File: config.mk
export PLATFORM = sky130hd
export DESIGN_NAME = seq_decoder
export DESIGN_NICKNAME = d
export VERILOG_FILES = /design/src/rtl/seq_decoder.sv
export SDC_FILE = /design/constraint.sdc
export NUM_CORES = 1
export LEC_CHECK = 0
export BUFFER_PORTS_ARGS = -buffer_cell sky130_fd_sc_hd__buf_4
export CAP_MARGIN = 30
export CORE_MARGIN = 2
export CORE_UTILIZATION = 45
export CTS_BUF_LIST = sky130_fd_sc_hd__clkbuf_16
export DETAILED_ROUTE_END_ITERATION = 12
export PLACE_DENSITY_LB_ADDON = 0.05
export RECOVER_POWER = 100
export SKIP_CTS_REPAIR_TIMING = 1
export SLEW_MARGIN = 20
export SYNTH_ARGS = -nofsm -noshare
export SYNTH_HDL_FRONTEND = slang
export SYNTH_SLANG_ARGS = --single-unit
File: constraint.sdc
create_clock -name clk -period 1.8 [get_ports clk]
set_input_delay 0 -clock clk [delete_from_list [all_inputs] [get_ports clk]]
set_output_delay 0 -clock clk [all_outputs]
set_load 0.03 [all_outputs]
File: src/rtl/seq_decoder.sv
// picoMIPS instruction decoder / control unit: combinational decode plus a
// multiply stall, debounced handshake waits with optional timeout, and illegal-opcode flagging.
module seq_decoder #(
    parameter int OPCODE_SIZE     = 3,
    parameter int ALU_CODE_SIZE   = 3,
    parameter int NUM_HS          = 2,
    parameter int SYNC_STAGES     = 2,
    parameter int DEBOUNCE_CYCLES = 4,
    parameter int MUL_LATENCY     = 2,
    parameter int TIMEOUT_CYCLES  = 0,
    localparam int SEL_W = (NUM_HS > 1) ? $clog2(NUM_HS) : 1
) (
    input  logic                     clk,
    input  logic                     nReset,
    input  logic [OPCODE_SIZE-1:0]   opcode,
    input  logic [SEL_W-1:0]         hs_sel,
    input  logic [NUM_HS-1:0]        hs_in,
    output logic                     pc_inc,
    output logic [ALU_CODE_SIZE-1:0] alu_func,
    output logic                     imm,
    output logic                     w,
    output logic                     stall,
    output logic                     timeout,
    output logic                     illegal,
    output logic [1:0]               dbg_state   // 0 RUN, 1 MUL_STALL, 2 WAIT
);

    localparam int OP_NOP   = 0;
    localparam int OP_ADD   = 1;
    localparam int OP_ADDI  = 2;
    localparam int OP_MULT  = 3;
    localparam int OP_MULTI = 4;
    localparam int OP_COPY  = 5;
    localparam int OP_WLD0  = 6;
    localparam int OP_WLD1  = 7;

    localparam int DCW = (DEBOUNCE_CYCLES > 1) ? $clog2(DEBOUNCE_CYCLES) : 1;
    localparam int MCW = (MUL_LATENCY > 0) ? $clog2(MUL_LATENCY + 1) : 1;
    // With the timeout disabled the wait counter only needs to saturate, so any width works.
    localparam int WCW = (TIMEOUT_CYCLES == 0) ? 8 :
                         ((TIMEOUT_CYCLES > 1) ? $clog2(TIMEOUT_CYCLES) : 1);

    typedef enum logic [1:0] {
        RUN       = 2'd0,
        MUL_STALL = 2'd1,
        WAIT      = 2'd2
    } state_t;

    state_t                   state_q, state_d;
    logic [OPCODE_SIZE-1:0]   op_q, op_d;
    logic [SEL_W-1:0]         sel_q, sel_d;
    logic [MCW-1:0]           mul_cnt_q, mul_cnt_d;
    logic [WCW-1:0]           wait_cnt_q, wait_cnt_d;
    logic [NUM_HS-1:0]        sync_q [SYNC_STAGES];
    logic [NUM_HS-1:0]        sync_d [SYNC_STAGES];
    logic [DCW-1:0]           deb_cnt_q [NUM_HS];
    logic [DCW-1:0]           deb_cnt_d [NUM_HS];
    logic [NUM_HS-1:0]        hs_clean_q, hs_clean_d;
    logic [NUM_HS-1:0]        sync_out;

    logic [OPCODE_SIZE-1:0]   op_act;
    logic [SEL_W-1:0]         sel_act;
    int                       op_int;
    logic                     sel_ok;
    logic                     sel_bit;
    logic                     hs_match;

    // Input conditioning: synchroniser chain, then a per-channel run-length debouncer.
    always_comb begin
        sync_d[0] = hs_in;
        for (int k = 1; k < SYNC_STAGES; k++) begin
            sync_d[k] = sync_q[k-1];
        end
        sync_out   = sync_q[SYNC_STAGES-1];
        hs_clean_d = hs_clean_q;
        for (int i = 0; i < NUM_HS; i++) begin
            deb_cnt_d[i] = '0;
            if (sync_out[i] != hs_clean_q[i]) begin
                if (deb_cnt_q[i] == DCW'(DEBOUNCE_CYCLES - 1)) begin
                    hs_clean_d[i] = ~hs_clean_q[i];
                end else begin
                    deb_cnt_d[i] = deb_cnt_q[i] + 1'b1;
                end
            end
        end
    end

    always_comb begin
        state_d    = state_q;
        op_d       = op_q;
        sel_d      = sel_q;
        mul_cnt_d  = mul_cnt_q;
        wait_cnt_d = wait_cnt_q;
        pc_inc     = 1'b0;
        w          = 1'b0;
        stall      = 1'b0;
        timeout    = 1'b0;
        illegal    = 1'b0;
        alu_func   = '0;

        op_act  = (state_q == RUN) ? opcode : op_q;
        sel_act = (state_q == RUN) ? hs_sel : sel_q;
        op_int  = int'(op_act);
        sel_ok  = int'(sel_act) < NUM_HS;
        sel_bit = 1'b0;
        for (int i = 0; i < NUM_HS; i++) begin
            if (int'(sel_act) == i) sel_bit = hs_clean_q[i];
        end
        hs_match = sel_ok && (sel_bit == (op_int == OP_WLD1));
        imm      = (op_int == OP_ADDI) || (op_int == OP_MULTI);

        case (state_q)
            RUN: begin
                case (op_int)
                    OP_NOP: pc_inc = 1'b1;
                    OP_ADD, OP_ADDI, OP_COPY: begin
                        pc_inc = 1'b1;
                        w      = 1'b1;
                    end
                    OP_MULT, OP_MULTI: begin
                        if (MUL_LATENCY == 0) begin
                            pc_inc = 1'b1;
                            w      = 1'b1;
                        end else begin
                            // The issue cycle is the first stall cycle, so load one less.
                            stall     = 1'b1;
                            state_d   = MUL_STALL;
                            op_d      = opcode;
                            sel_d     = hs_sel;
                            mul_cnt_d = MCW'(MUL_LATENCY - 1);
                        end
                    end
                    OP_WLD0, OP_WLD1: begin
                        if (!sel_ok) begin
                            illegal = 1'b1;
                            pc_inc  = 1'b1;
                        end else if (hs_match) begin
                            pc_inc = 1'b1;
                            w      = 1'b1;
                        end else begin
                            stall      = 1'b1;
                            state_d    = WAIT;
                            op_d       = opcode;
                            sel_d      = hs_sel;
                            wait_cnt_d = '0;
                        end
                    end
                    default: begin
                        illegal = 1'b1;
                        pc_inc  = 1'b1;
                    end
                endcase
            end
            MUL_STALL: begin
                if (mul_cnt_q == '0) begin
                    w       = 1'b1;
                    pc_inc  = 1'b1;
                    state_d = RUN;
                end else begin
                    stall     = 1'b1;
                    mul_cnt_d = mul_cnt_q - 1'b1;
                end
            end
            WAIT: begin
                if (hs_match) begin
                    w       = 1'b1;
                    pc_inc  = 1'b1;
                    state_d = RUN;
                end else if ((TIMEOUT_CYCLES > 0) &&
                             (wait_cnt_q == WCW'(TIMEOUT_CYCLES - 1))) begin
                    timeout = 1'b1;
                    pc_inc  = 1'b1;
                    state_d = RUN;
                end else begin
                    stall = 1'b1;
                    if (wait_cnt_q != '1) wait_cnt_d = wait_cnt_q + 1'b1;
                end
            end
            default: state_d = RUN;
        endcase

        // Reset forces every output low even though decode is combinational.
        if (!nReset) begin
            pc_inc  = 1'b0;
            w       = 1'b0;
            imm     = 1'b0;
            stall   = 1'b0;
            timeout = 1'b0;
            illegal = 1'b0;
        end else begin
            alu_func = op_act[ALU_CODE_SIZE-1:0];
        end
    end

    assign dbg_state = state_q;

    always_ff @(posedge clk or negedge nReset) begin
        if (!nReset) begin
            for (int k = 0; k < SYNC_STAGES; k++) sync_q[k] <= '0;
            for (int i = 0; i < NUM_HS; i++) deb_cnt_q[i] <= '0;
            hs_clean_q <= '0;
            state_q    <= RUN;
            op_q       <= '0;
            sel_q      <= '0;
            mul_cnt_q  <= '0;
            wait_cnt_q <= '0;
        end else begin
            sync_q     <= sync_d;
            deb_cnt_q  <= deb_cnt_d;
            hs_clean_q <= hs_clean_d;
            state_q    <= state_d;
            op_q       <= op_d;
            sel_q      <= sel_d;
            mul_cnt_q  <= mul_cnt_d;
            wait_cnt_q <= wait_cnt_d;
        end
    end

endmodule

==> qor.csv <==
stage,metric,value,unit
outcome,status,"complete, but fails checks",
outcome,failing checks,setup timing,
power,peak supply drop,1260,uV
cells_and_area,Nets,164,
routing,initial drt markers,17,
worst_setup_path,Crit Path Max Fanout,6,
worst_setup_path,Critical R2R Capture,op_q[1]$_DFFE_PN0P_,
floorplan,Die W,52.8,um
run,Max-cap violations,0,
timing,Tmin final,2.19,ns
logic_synthesis,Mapped Area,1070,sq um
power,share of total power in combinational logic,0.667,
power,Switching Fraction,0.406,
placed_design,DP HPWL,1.83,mm
power,P per Cell Area,1970,nW/um^2
timing,endpoints failing hold,0,
logic_synthesis,Area contributors post-synth,"dfrtp_1 42%, mux2_2 4.2%, ha_1 3.5%, xnor2_1 2.5%, nor3_1 2.3%",
worst_setup_path,reg2reg setup slack,-0.24,ns
logic_synthesis,Post-synth EDFFs,0,
grt,vias in the first global route,877,
floorplan,core area,2230,sq um
timing,Setup Viol. Count Final,9,
floorplan,top-level port count,19,
routing,Avg WL per Cell,15.4,um
clock_network,CTS sink count,18,
floorplan,Die ar.,2780,sq um
timing,"Slew Viols, Final",0,
worst_setup_path,FF-to-FF Start,dbg_state[1]$_DFFE_PN0P_,
grt,GRT met2 Usage,0.288,
logic_synthesis,Cells after Synth,104,
floorplan,Die Y,52.8,um
cells_and_area,Layout area overhead,61.4,%
grt,global-route wire length before repair,3.97,mm
grt,initial antenna violation count,0,
routing,Pre-antenna DRT Iters,4,
logic_synthesis,Synth area leader,dfrtp_1,
worst_setup_path,r2r worst-path depth,6,
logic_synthesis,area fraction of the dominant cell type after synthesis,0.421,
worst_setup_path,Critical Path AT,2.19,ns
hold_path,Hold EP,op_q[0]$_DFFE_PN0P_,
logic_synthesis,Syn. warnings,0,
power,LEAKAGE,0.743,nW
routing,post-route ant nets,0,
clock_network,Max Root-Sink Buffers,2,
power,net switching power,1.38,mW
timing,RSZ-0062 raised after global routing,true,
placed_design,Final GP Congestion,0.972,
timing,Fmax,457,MHz
grt,layer carrying the most global-route usage,met2,
timing,fin crit share,1.22,
routing,Residual DRC,0,
power,Int Power,2.02,mW
logic_synthesis,sequential-to-total area share from yosys stat,0.421,
power,sequential share of power,0.205,
timing,setup TNS,-2.11,ns
worst_setup_path,critical path startpoint category,register,
timing,Worst Clk Skew,0.00309,ns
worst_setup_path,Crit. End Element,output pin,
placed_design,pre-CTS WS,-0.207,ns
clock_network,clk slew on worst S/H paths,0.05,ns
routing,Vias/cell,5.75,
logic_synthesis,Synth Register Bits,18,
worst_setup_path,Worst Path Required,1.80,ns
logic_synthesis,"Avg Cell Area, Syn",10.3,sq um
routing,via count,1035,
grt,GRT Overall Usage,0.195,
worst_setup_path,Crit Path Category,reg -> out,
logic_synthesis,fraction of registers with async set/reset,1.00,
grt,GRT met1 Usage,0.277,
grt,largest net degree at the start of global routing,21,
floorplan,initial cell density of the core,0.479,
clock_network,CTS Buf Count,3,
cells_and_area,number of inserted diodes,0,
placed_design,# port buffers,16,
power,Clock power frac,0.128,
grt,grt ovf,0,
clock_network,CTS tree,built,
hold_path,hold_sp,opcode[0],
grt,met3 Track Usage GR,0.0400,
clock_network,CTS Root Cell,clkbuf_16,
hold_path,Hold Crit Depth,3,
cells_and_area,post-route insts no fill,180,
routing,Total Wirelength,2.77,mm
cells_and_area,share of cells above drive strength 1,0.520,
floorplan,std cell rows,17,
clock_network,CTS H-tree lvls,1,
hold_path,Hold Crit Class,in -> reg,
clock_network,"Clk Latency, worst-skew pair",0.25,ns
placed_design,placed cells,164,
logic_synthesis,library cells used by synthesis,45,
timing,Setup WS post-layout,-0.388,ns
logic_synthesis,top_reg_cell synth,dfrtp_1,
## critical path, stage by stage (launching register included)
cell	delay (ns)
dfrtp_2	0.43
buf_6	0.14
nand4bb_4	0.24
a22oi_2	0.31
a21boi_4	0.29
buf_6	0.13
o21ai_4	0.06
a31oi_2	0.19
buf_6	0.15
## worst max path at each step
stage                                           to  slack, ns                      from
after floorplan           dbg_state[1]$_DFFE_PN0P_      -0.23  dbg_state[1]$_DFFE_PN0P_
after global placement           sel_q$_DFFE_PN0P_      -0.16  dbg_state[0]$_DFFE_PN0P_
after detailed placement         sel_q$_DFFE_PN0P_      -0.21  dbg_state[0]$_DFFE_PN0P_
after CTS                                    stall      -0.46  dbg_state[0]$_DFFE_PN0P_
after global routing                        pc_inc      -0.48  dbg_state[0]$_DFFE_PN0P_
final                                       pc_inc      -0.39  dbg_state[0]$_DFFE_PN0P_
## power groups by stage
| stage | clock network [mW] | registers, mW | logic, mW |
|---|---|---|---|
| 6_report | 0.435 | 0.698 | 2.27 |
| 5_1_grt | 0.463 | 0.712 | 2.42 |
| 4_1_cts | 0.448 | 0.685 | 1.85 |
| 3_5_place_dp | 0 | 0.687 | 1.83 |
| 3_3_place_gp | 0 | 0.682 | 1.80 |
| 2_1_floorplan | 0 | 0.693 | 1.19 |
## kinds of logic after synthesis
logic type | count (synthesis) | share of synthesized area
flip-flops | 18 | 0.421
multiplexers | 7 | 0.0760
buffers and inverters | 9 | 0.0468
adder cells (fa/ha/maj) | 3 | 0.0351
XOR/XNOR | 3 | 0.0246
other | 1 | 0.00351
AO/OA/AOI/OAI | 28 | 0.185
AND/OR/NAND/NOR | 35 | 0.208
## synthesized netlist by cell type (2+ instances only)
library cell   n
a21boi_1       2
a21oi_1        4
a31oi_1        3
buf_4          2
dfrtp_1       18
ha_1           3
inv_1          5
mux2_2         4
nand2_1        4
nand3_1        2
nand3b_1       2
nand4bb_1      2
nor2_1         5
nor2b_1        2
nor3_1         5
o211ai_1       2
o21ai_0        3
o21ai_1        3
o31ai_1        3
or2_2          2
or3b_1         2
xnor2_1        3
## flip-flops by register name, summed over array words and instances (netlist names)
register / count
mul_cnt_q: 2
sync_d: 2
sel_q: 1
deb_cnt_q: 4
sync_out: 2
hs_clean_q: 2
dbg_state: 2
op_q: 3
## placed cells by master, fill, tap and decap left out, drive strengths merged, types with 4 or more instances in the layout
master	Yosys	routed
a21oi	4	4
buf	4	43
dfrtp	18	18
dlygate4sd3	0	4
inv	5	5
mux2	6	6
nand2	4	4
nor2	6	6
nor3	5	5
o21ai	6	6
## routing by layer
metal  vias up  part of all wire
li1        486                 -
met1       499              0.43
met2        44              0.48
met3         6             0.078
met4         0             0.011
met5         -                 0
## stage by stage
stage,hold WS (ns),utilization,cell area [sq um],power (mW)
floorplan,-0.296,-,1150,1.88
global placement,-0.117,0.633,1410,2.48
detailed placement,-0.116,0.633,1410,2.51
CTS,-0.380,0.668,1490,2.98
global route,0.0902,0.773,1730,3.60
finish,0.0682,0.773,1730,3.40
## final cells by class
type                            count  area [sq um]
Multi-Input combinational cell     78           741
Fill cell                         141           507
Sequential cell                    18           453
Timing Repair Buffer               47           400
Clock buffer                        3          75.1
Tap cell                           28          35.0
Inverter                            5          18.8
Clock inverter                      1          3.75
Power figures use the tool's default switching activity.
